[config.mk]
export PLATFORM = sky130hd
export DESIGN_NAME = rd_stream_flat
export DESIGN_NICKNAME = d
export VERILOG_FILES = /design/src/rtl/rd_stream_pkg.sv /design/src/rtl/rd_stream_if.sv /design/src/rtl/rd_stream_fifo.sv /design/src/rtl/rd_stream.sv /design/src/flat_wrapper.sv
export SDC_FILE = /design/constraint.sdc
export NUM_CORES = 2
export LEC_CHECK = 0
export CAP_MARGIN = 20
export CORE_MARGIN = 2
export CORE_UTILIZATION = 45
export DETAILED_ROUTE_END_ITERATION = 7
export PLACE_DENSITY_LB_ADDON = 0.25
export SLEW_MARGIN = 20
export SYNTH_ARGS = -nofsm -noshare
export SYNTH_HDL_FRONTEND = slang
export SYNTH_SLANG_ARGS = --single-unit
export TNS_END_PERCENT = 100
[constraint.sdc]
create_clock -name clock -period 8.15 [get_ports clock]
set_input_delay 1.63 -clock clock [delete_from_list [all_inputs] [get_ports clock]]
set_output_delay 1.63 -clock clock [all_outputs]
set_load 0.005 [all_outputs]
[src/rtl/rd_stream_pkg.sv]
// Shared types for the read-streaming engine: FSM state encoding and
// memory-port opcode constants.
package rd_stream_pkg;

  typedef enum logic [1:0] {
    ST_IDLE  = 2'd0,
    ST_REQ   = 2'd1,
    ST_DATA  = 2'd2,
    ST_DRAIN = 2'd3
  } state_e;

  localparam logic MEM_OP_RD = 1'b0;
  localparam logic MEM_OP_WR = 1'b1;

  // Occupancy counter width for a FIFO of the given depth (holds 0..depth).
  function automatic int unsigned fifo_cnt_bits(input int unsigned depth);
    return $clog2(depth) + 1;
  endfunction

endpackage

[src/rtl/rd_stream_if.sv]
// Memory read port plus output stream of the read-streaming engine.
//   mem_req_*    : read burst request (no ready; accepted when valid)
//   mem_rd_*     : returned read beats, valid/ready
//   out_*        : fetched words toward the datapath, valid/ready
// master = the engine, slave = memory model / consumer side.
interface rd_stream_if #(
  parameter int unsigned MEM_LEN_BITS  = 8,
  parameter int unsigned MEM_ADDR_BITS = 32,
  parameter int unsigned MEM_DATA_BITS = 64
);

  logic                     mem_req_valid;
  logic                     mem_req_opcode;
  logic [MEM_LEN_BITS-1:0]  mem_req_len;
  logic [MEM_ADDR_BITS-1:0] mem_req_addr;
  logic                     mem_rd_valid;
  logic [MEM_DATA_BITS-1:0] mem_rd_bits;
  logic                     mem_rd_ready;
  logic                     out_valid;
  logic [MEM_DATA_BITS-1:0] out_data;
  logic                     out_ready;

  modport master (
    output mem_req_valid, mem_req_opcode, mem_req_len, mem_req_addr,
    output mem_rd_ready, out_valid, out_data,
    input  mem_rd_valid, mem_rd_bits, out_ready
  );

  modport slave (
    input  mem_req_valid, mem_req_opcode, mem_req_len, mem_req_addr,
    input  mem_rd_ready, out_valid, out_data,
    output mem_rd_valid, mem_rd_bits, out_ready
  );

endinterface

[src/rtl/rd_stream_fifo.sv]
// rd_fifo: synchronous FIFO with registered occupancy/flags and a
// fall-through head (rdata_o always shows the oldest entry).
//   clk_i, rst_i        : clock, synchronous active-high flush
//   push_i, wdata_i     : write one entry
//   pop_i               : remove head (ignored when empty)
//   rdata_o             : current head
//   full_o, empty_o     : occupancy flags
//   count_o             : number of stored entries
module rd_fifo #(
  parameter int unsigned WIDTH = 64,
  parameter int unsigned DEPTH = 32
) (
  input  logic                       clk_i,
  input  logic                       rst_i,
  input  logic                       push_i,
  input  logic [WIDTH-1:0]           wdata_i,
  input  logic                       pop_i,
  output logic [WIDTH-1:0]           rdata_o,
  output logic                       full_o,
  output logic                       empty_o,
  output logic [$clog2(DEPTH):0]     count_o
);

  localparam int unsigned AW = (DEPTH > 1) ? $clog2(DEPTH) : 1;
  localparam int unsigned CW = $clog2(DEPTH) + 1;

  logic [WIDTH-1:0] mem_q [DEPTH];
  logic [AW-1:0]    wr_ptr_q, rd_ptr_q;
  logic [CW-1:0]    count_q, count_d;
  logic             full_q, empty_q;
  logic             push_en, pop_en;

  // A push at full is only taken when a pop frees the slot in the same cycle.
  assign pop_en  = pop_i && !empty_q;
  assign push_en = push_i && (!full_q || pop_en);

  always_comb begin
    count_d = count_q;
    if (push_en && !pop_en)      count_d = count_q + CW'(1);
    else if (!push_en && pop_en) count_d = count_q - CW'(1);
  end

  always_ff @(posedge clk_i) begin
    if (rst_i) begin
      wr_ptr_q <= '0;
      rd_ptr_q <= '0;
      count_q  <= '0;
      full_q   <= 1'b0;
      empty_q  <= 1'b1;
    end else begin
      if (push_en) wr_ptr_q <= wr_ptr_q + AW'(1);
      if (pop_en)  rd_ptr_q <= rd_ptr_q + AW'(1);
      count_q <= count_d;
      full_q  <= (count_d == CW'(DEPTH));
      empty_q <= (count_d == '0);
    end
  end

  // Storage needs no reset; the pointers define what is valid.
  always_ff @(posedge clk_i) begin
    if (push_en) mem_q[wr_ptr_q] <= wdata_i;
  end

  assign rdata_o = mem_q[rd_ptr_q];
  assign full_o  = full_q;
  assign empty_o = empty_q;
  assign count_o = count_q;

endmodule

[src/rtl/rd_stream.sv]
// rd_stream: fetches `length` consecutive memory words from `base_addr` in
// bursts of at most MAX_BURST beats and streams them out through a FIFO.
//   clock, reset     : clock, synchronous active-high reset
//   launch           : start pulse, honoured only when idle
//   base_addr        : first byte address (beat aligned)
//   length           : number of words to fetch
//   busy             : transfer in progress
//   done             : one-cycle completion pulse
//   cycles           : busy-cycle count of the last transfer (saturating)
//   bus (master)     : memory request/read-beat port and output stream
module rd_stream
  import rd_stream_pkg::*;
#(
  parameter int unsigned MEM_LEN_BITS   = 8,
  parameter int unsigned MEM_ADDR_BITS  = 32,
  parameter int unsigned MEM_DATA_BITS  = 64,
  parameter int unsigned HOST_DATA_BITS = 32,
  parameter int unsigned MAX_BURST      = 16,
  parameter int unsigned FIFO_DEPTH     = 32
) (
  input  logic                      clock,
  input  logic                      reset,
  input  logic                      launch,
  input  logic [MEM_ADDR_BITS-1:0]  base_addr,
  input  logic [HOST_DATA_BITS-1:0] length,
  output logic                      busy,
  output logic                      done,
  output logic [HOST_DATA_BITS-1:0] cycles,
  rd_stream_if.master               bus
);

  localparam int unsigned BEAT_BYTES = MEM_DATA_BITS / 8;
  localparam int unsigned BW         = $clog2(MAX_BURST) + 1;
  localparam int unsigned CW         = fifo_cnt_bits(FIFO_DEPTH);

  state_e                    state_q, state_d;
  logic [MEM_ADDR_BITS-1:0]  addr_q, addr_d;
  logic [HOST_DATA_BITS-1:0] remain_q, remain_d;
  logic [BW-1:0]             beat_cnt_q, beat_cnt_d;
  logic                      req_valid_q, req_valid_d;
  logic [MEM_LEN_BITS-1:0]   req_len_q, req_len_d;
  logic [MEM_ADDR_BITS-1:0]  req_addr_q, req_addr_d;
  logic                      rd_ready_q, rd_ready_d;
  logic                      busy_q, busy_d;
  logic                      done_q, done_d;
  logic [HOST_DATA_BITS-1:0] cyc_cnt_q, cyc_cnt_d;
  logic [HOST_DATA_BITS-1:0] cycles_q, cycles_d;

  logic [BW-1:0]             beats_c;
  logic [CW-1:0]             free_c;
  logic [HOST_DATA_BITS-1:0] cyc_inc_c;
  logic                      beat_acc, drain_empty;

  logic                      fifo_pop, fifo_full, fifo_empty;
  logic [CW-1:0]             fifo_count;
  logic [MEM_DATA_BITS-1:0]  fifo_rdata;

  rd_fifo #(
    .WIDTH (MEM_DATA_BITS),
    .DEPTH (FIFO_DEPTH)
  ) u_fifo (
    .clk_i   (clock),
    .rst_i   (reset),
    .push_i  (beat_acc),
    .wdata_i (bus.mem_rd_bits),
    .pop_i   (fifo_pop),
    .rdata_o (fifo_rdata),
    .full_o  (fifo_full),
    .empty_o (fifo_empty),
    .count_o (fifo_count)
  );

  // Burst size for the next request and the FIFO room it must fit into.
  always_comb begin
    if (remain_q < HOST_DATA_BITS'(MAX_BURST)) beats_c = BW'(remain_q);
    else                                       beats_c = BW'(MAX_BURST);
  end

  assign free_c    = CW'(FIFO_DEPTH) - fifo_count;
  assign beat_acc  = bus.mem_rd_valid && rd_ready_q;
  assign fifo_pop  = bus.out_ready && !fifo_empty;
  assign cyc_inc_c = (cyc_cnt_q == '1) ? cyc_cnt_q : cyc_cnt_q + HOST_DATA_BITS'(1);
  // Empty now, or the last word leaves this cycle.
  assign drain_empty = (fifo_count == '0) || ((fifo_count == CW'(1)) && fifo_pop);

  always_comb begin
    state_d     = state_q;
    addr_d      = addr_q;
    remain_d    = remain_q;
    beat_cnt_d  = beat_cnt_q;
    req_valid_d = 1'b0;
    req_len_d   = req_len_q;
    req_addr_d  = req_addr_q;
    busy_d      = busy_q;
    done_d      = 1'b0;
    cycles_d    = cycles_q;
    cyc_cnt_d   = busy_q ? cyc_inc_c : cyc_cnt_q;

    case (state_q)
      ST_IDLE: begin
        if (launch) begin
          if (length == '0) begin
            done_d   = 1'b1;
            cycles_d = '0;
          end else begin
            addr_d    = base_addr;
            remain_d  = length;
            cyc_cnt_d = '0;
            busy_d    = 1'b1;
            state_d   = ST_REQ;
          end
        end
      end
      ST_REQ: begin
        // Reserve FIFO room for the whole burst before issuing it.
        if (free_c >= CW'(beats_c)) begin
          req_valid_d = 1'b1;
          req_len_d   = MEM_LEN_BITS'(beats_c) - MEM_LEN_BITS'(1);
          req_addr_d  = addr_q;
          addr_d      = addr_q + MEM_ADDR_BITS'(beats_c) * MEM_ADDR_BITS'(BEAT_BYTES);
          remain_d    = remain_q - HOST_DATA_BITS'(beats_c);
          beat_cnt_d  = beats_c;
          state_d     = ST_DATA;
        end
      end
      ST_DATA: begin
        if (beat_acc) begin
          beat_cnt_d = beat_cnt_q - BW'(1);
          if (beat_cnt_q == BW'(1)) state_d = (remain_q != '0) ? ST_REQ : ST_DRAIN;
        end
      end
      ST_DRAIN: begin
        if (drain_empty) begin
          done_d   = 1'b1;
          busy_d   = 1'b0;
          cycles_d = cyc_inc_c;
          state_d  = ST_IDLE;
        end
      end
      default: state_d = ST_IDLE;
    endcase

    rd_ready_d = (state_d == ST_DATA);
  end

  always_ff @(posedge clock) begin
    if (reset) begin
      state_q     <= ST_IDLE;
      addr_q      <= '0;
      remain_q    <= '0;
      beat_cnt_q  <= '0;
      req_valid_q <= 1'b0;
      req_len_q   <= '0;
      req_addr_q  <= '0;
      rd_ready_q  <= 1'b0;
      busy_q      <= 1'b0;
      done_q      <= 1'b0;
      cyc_cnt_q   <= '0;
      cycles_q    <= '0;
    end else begin
      state_q     <= state_d;
      addr_q      <= addr_d;
      remain_q    <= remain_d;
      beat_cnt_q  <= beat_cnt_d;
      req_valid_q <= req_valid_d;
      req_len_q   <= req_len_d;
      req_addr_q  <= req_addr_d;
      rd_ready_q  <= rd_ready_d;
      busy_q      <= busy_d;
      done_q      <= done_d;
      cyc_cnt_q   <= cyc_cnt_d;
      cycles_q    <= cycles_d;
    end
  end

  // Room is reserved at request time, so an accepted beat never meets a full FIFO.
  a_no_overflow: assert property (@(posedge clock) disable iff (reset) !(beat_acc && fifo_full));

  assign bus.mem_req_valid  = req_valid_q;
  assign bus.mem_req_opcode = MEM_OP_RD;
  assign bus.mem_req_len    = req_len_q;
  assign bus.mem_req_addr   = req_addr_q;
  assign bus.mem_rd_ready   = rd_ready_q;
  assign bus.out_valid      = !fifo_empty;
  assign bus.out_data       = fifo_rdata;
  assign busy               = busy_q;
  assign done               = done_q;
  assign cycles             = cycles_q;

endmodule

[src/flat_wrapper.sv]
// flat-port wrapper written by rule: the top's interface ports become plain ports
module rd_stream_flat import rd_stream_pkg::*;
#(
  parameter int unsigned MEM_LEN_BITS   = 8,
  parameter int unsigned MEM_ADDR_BITS  = 32,
  parameter int unsigned MEM_DATA_BITS  = 64,
  parameter int unsigned HOST_DATA_BITS = 32,
  parameter int unsigned MAX_BURST      = 16,
  parameter int unsigned FIFO_DEPTH     = 32
)
  (clock, reset, launch, base_addr, length, busy, done, cycles, bus_mem_req_valid, bus_mem_req_opcode, bus_mem_req_len, bus_mem_req_addr, bus_mem_rd_ready, bus_out_valid, bus_out_data, bus_mem_rd_valid, bus_mem_rd_bits, bus_out_ready);
  rd_stream_if #(.MEM_LEN_BITS(MEM_LEN_BITS), .MEM_ADDR_BITS(MEM_ADDR_BITS), .MEM_DATA_BITS(MEM_DATA_BITS)) bus_i ();
  input  logic clock;
  input  logic reset;
  input  logic launch;
  input  logic [MEM_ADDR_BITS-1:0] base_addr;
  input  logic [HOST_DATA_BITS-1:0] length;
  output logic busy;
  output logic done;
  output logic [HOST_DATA_BITS-1:0] cycles;
  output wire logic [$bits(bus_i.mem_req_valid)-1:0] bus_mem_req_valid;
  output wire logic [$bits(bus_i.mem_req_opcode)-1:0] bus_mem_req_opcode;
  output wire logic [$bits(bus_i.mem_req_len)-1:0] bus_mem_req_len;
  output wire logic [$bits(bus_i.mem_req_addr)-1:0] bus_mem_req_addr;
  output wire logic [$bits(bus_i.mem_rd_ready)-1:0] bus_mem_rd_ready;
  output wire logic [$bits(bus_i.out_valid)-1:0] bus_out_valid;
  output wire logic [$bits(bus_i.out_data)-1:0] bus_out_data;
  input wire logic [$bits(bus_i.mem_rd_valid)-1:0] bus_mem_rd_valid;
  input wire logic [$bits(bus_i.mem_rd_bits)-1:0] bus_mem_rd_bits;
  input wire logic [$bits(bus_i.out_ready)-1:0] bus_out_ready;
  assign bus_mem_req_valid = bus_i.mem_req_valid;
  assign bus_mem_req_opcode = bus_i.mem_req_opcode;
  assign bus_mem_req_len = bus_i.mem_req_len;
  assign bus_mem_req_addr = bus_i.mem_req_addr;
  assign bus_mem_rd_ready = bus_i.mem_rd_ready;
  assign bus_out_valid = bus_i.out_valid;
  assign bus_out_data = bus_i.out_data;
  assign bus_i.mem_rd_valid = bus_mem_rd_valid;
  assign bus_i.mem_rd_bits = bus_mem_rd_bits;
  assign bus_i.out_ready = bus_out_ready;
  rd_stream #(.MEM_LEN_BITS(MEM_LEN_BITS), .MEM_ADDR_BITS(MEM_ADDR_BITS), .MEM_DATA_BITS(MEM_DATA_BITS), .HOST_DATA_BITS(HOST_DATA_BITS), .MAX_BURST(MAX_BURST), .FIFO_DEPTH(FIFO_DEPTH)) u_core (.clock(clock), .reset(reset), .launch(launch), .base_addr(base_addr), .length(length), .busy(busy), .done(done), .cycles(cycles), .bus(bus_i));
endmodule
==> impl_metrics.ini <==
[sta]
drv_slew = 0
slew_headroom = 0.2360
setup_viol = 0
rsz0062_at_grt = no
fmaxAchievable_ghz = 0.1608
setup_ws_ps = 1931
worst_pin_slew_ps = 1142
hold_violations = 0
fin_crit_sh = 0.7631
skew_ps = 40.46
setup-tns-final_ps = 0
hold_slack_ps = 476.3
period_needed_ps = 6219

[yosys]
synth.distinct_cells = 95
synthCells = 4247
ys_async_sr_fraction = 0
synth-edff-count = 2048
syn_area_per_cell_sq_um = 20.82
seq_area_frac_synth = 0.7407
synth_nets = 4408
synth.cell_area_sq_mm = 0.08844
yosysWarnings = 0
ys_seq_elements = 2248
synth_ff_type = edfxtp_1

[floorplan]
dieArea_sq_mm = 0.2001
ios = 275
num_rows = 162
start_util = 0.4531
fp.dieH_um = 447.3
die_w_um = 447.3
coreArea_sq_mm = 0.1952

[run]
drv_cap = 0

[finish]
syn_to_final_growth_pct = 15.17
drive_gt1_frac = 0.2587
final_util = 0.5218
final_nets = 4773

[cts]
clock_latency_ps = 870
tritoncts = yes
cts_root_buf = clkbuf_16
path_clk_slew_ps = 60
htreeDepth = 4
cts-buffers-inserted = 224
cts-hold-fix-buffers = 0
postCtsSetupBuffers = 0
cts.path.max_buffers = 3
post_cts_resized = 0
cts_num_sinks = 2248

[power_and_ir_drop]
p_per_area_mw_per_mm2 = 268.3
max-vdd-ir-drop_mv = 0.2121
p_leak_nw = 30.86

[grt]
grt_overflow = 0
antenna_found_initial = 15
grt_usage = 0.2174
grt_pass1_wl_um = 313700
grt_pass1_vias = 44449
grt_max_degree = 159

[route]
firstDrtPassIters = 6
first_iter_violations = 4518
wirelength_um = 217500
ant_nets = 0
drc_errors = 0
avgViaCountPerCell = 5.964
wl_per_cell_um = 29.24
vias = 44359

[setup_path]
crit_family = buffers and inverters
critical_path.startpoint_type = flip-flop
crit_chain = buf_4 > buf_4 > mux4_2 > mux4_2 > mux2_2 > clkdlybuf4s50_1
crit_type = reg -> out
crit_slowest_cell = dfxtp_4
critPathMaxStageDelay_ps = 960
arrival_ps = 4590
crit_required_ps = 6520
critPathBufInv = 3
endpoint_kind = primary output
path_max_fanout = 40

[place]
hpwl_um = 118400
gp_congestion = 0.8228
dpl_worst_slack_ps = 2722
portBuffers = 273

[hold_path]
hold_class = reg -> reg

[status]
outcome = completed
==> Yosys cell counts (18+ instances only) <==
master	n	area, sq um
a211oi_1	26	195.2
a21oi_1	78	390.4
a22o_1	30	262.8
a31oi_1	18	112.6
and3_1	19	118.9
buf_1	19	71.32
buf_2	65	325.3
clkbuf_1	149	559.3
dfxtp_1	200	4004
edfxtp_1	2048	61500
ha_1	27	337.8
inv_1	37	138.9
mux2_2	66	743.2
mux2i_1	39	390.4
mux4_2	640	14410
nand2_1	80	300.3
nand3_1	47	235.2
nand4_1	40	250.2
nor2_1	176	660.6
nor2b_1	20	125.1
nor3_1	37	185.2
nor4_1	27	168.9
o21ai_0	42	210.2
xnor2_1	45	394.1
xor2_1	29	254.0
==> state kept, by name, summed over array words and instances (netlist names), 6 cells and up, named ones only <==
register and flops:
u_core.u_fifo.mem_q 2048, u_core.addr_q 32, u_core.bus.mem_req_addr 32, u_core.cyc_cnt_q 32, u_core.cycles 32, u_core.remain_q 32
u_core.bus.mem_req_len 6, u_core.u_fifo.count_o 6
==> routing by layer <==
metal | GRT usage | wire length (um) | up-vias
li1 | - | - | 18556
met1 | 0.3044 | 89000 | 23691
met5 | 0 | 59 | -
met3 | 0.03620 | 15740 | 311
met4 | 0.05995 | 5474 | 10
met2 | 0.3553 | 107300 | 1791
==> where the power goes <==
part,internal [mW],leakage [nW],total (mW),switching (mW)
logic,2.01,7.34,4.27,2.27
clock network,5.60,3.49,10.0,4.41
registers,12.8,20.0,13.0,0.266
total,20.4,30.9,27.3,6.94
==> worst register-to-register path, cell delays in order, from the launching register on <==
cell and delay [ps]:
dfxtp_1 330, nor4_1 570, and4_1 530, nand3_2 300, inv_1 430, nand2_1 180
inv_1 220, ha_1 260, nand2b_1 150, a2111o_1 420, and3_1 270, o31a_2 350
buf_4 330, o31ai_1 440, a211oi_1 140
==> cell families after synthesis <==
| logic type | synth area share |
|---|---|
| flops | 0.7407 |
| mux | 0.1758 |
| simple gates | 0.02990 |
| compound gates | 0.02834 |
| buf+inv | 0.01382 |
| xor+xnor | 0.007329 |
| fa+ha+maj | 0.004046 |
| other cells | 0.00008492 |
==> per-stage QoR <==
step                      instance area [sq um]  cells  total power, mW
after floorplan                           88440   4247            16.26
after global placement                    94810   7007            17.56
after detailed placement                  94820   7008            17.61
after CTS                                102000   7431            27.58
after global routing                     101800   7434            28.35
final                                    101900   7438            27.32
==> layout make-up <==
cell class | instances | area, sq um
Antenna cell | 5 | 12.51
Clock buffer | 291 | 5976
Multi-Input combinational cell | 1712 | 21970
Timing Repair Buffer | 387 | 3737
Sequential cell | 2248 | 65520
Inverter | 39 | 146.4
Clock inverter | 132 | 1206
Tap cell | 2624 | 3283
Fill cell | 15128 | 93340
==> path summary, 6_finish.rpt <==
path | startpoint | endpoint | slack, ps | cells after the start
worst max-delay path | flip-flop | bus_out_data[12] | 1930 | 6
worst min-delay path | u_core.cycles[20]$_SDFFE_PP0P_ | u_core.cycles[20]$_SDFFE_PP0P_ | 480 | 1
worst max register to register | u_core.remain_q[18]$_SDFFE_PP0P_ | u_core.bus.mem_rd_ready$_SDFF_PP0_ | 3080 | 14
worst min register to register | u_core.cycles[20]$_SDFFE_PP0P_ | u_core.cycles[20]$_SDFFE_PP0P_ | 480 | 1
==> layout by cell type (no fill, tap or decap), types with 9 or more instances in the layout <==
cell type and count:
buf_2 37, nor2b_1 20, clkinv_1 56, clkbuf_1 59, ha_1 26, a31oi_1 18
a211oi_1 25, a22o_1 30, buf_12 26, mux2_2 66, or3_1 14, xnor2_1 45
nor2_4 32, o22ai_1 15, nor4_1 27, a22oi_1 9, clkdlybuf4s50_1 235, xor2_1 29
clkbuf_16 228, nor2_1 144, buf_4 87, nand4_1 40, edfxtp_1 2048, and3_1 19
clkinv_2 43, o32ai_1 10, nand3_1 47, nor3_1 37, dfxtp_1 195, mux4_2 640
o211ai_1 9, nand2_1 79, a21oi_1 78, inv_1 36, o2bb2ai_1 16, o21ai_0 42
bufinv_16 13, mux2i_1 39
Power figures use the tool's default switching activity.
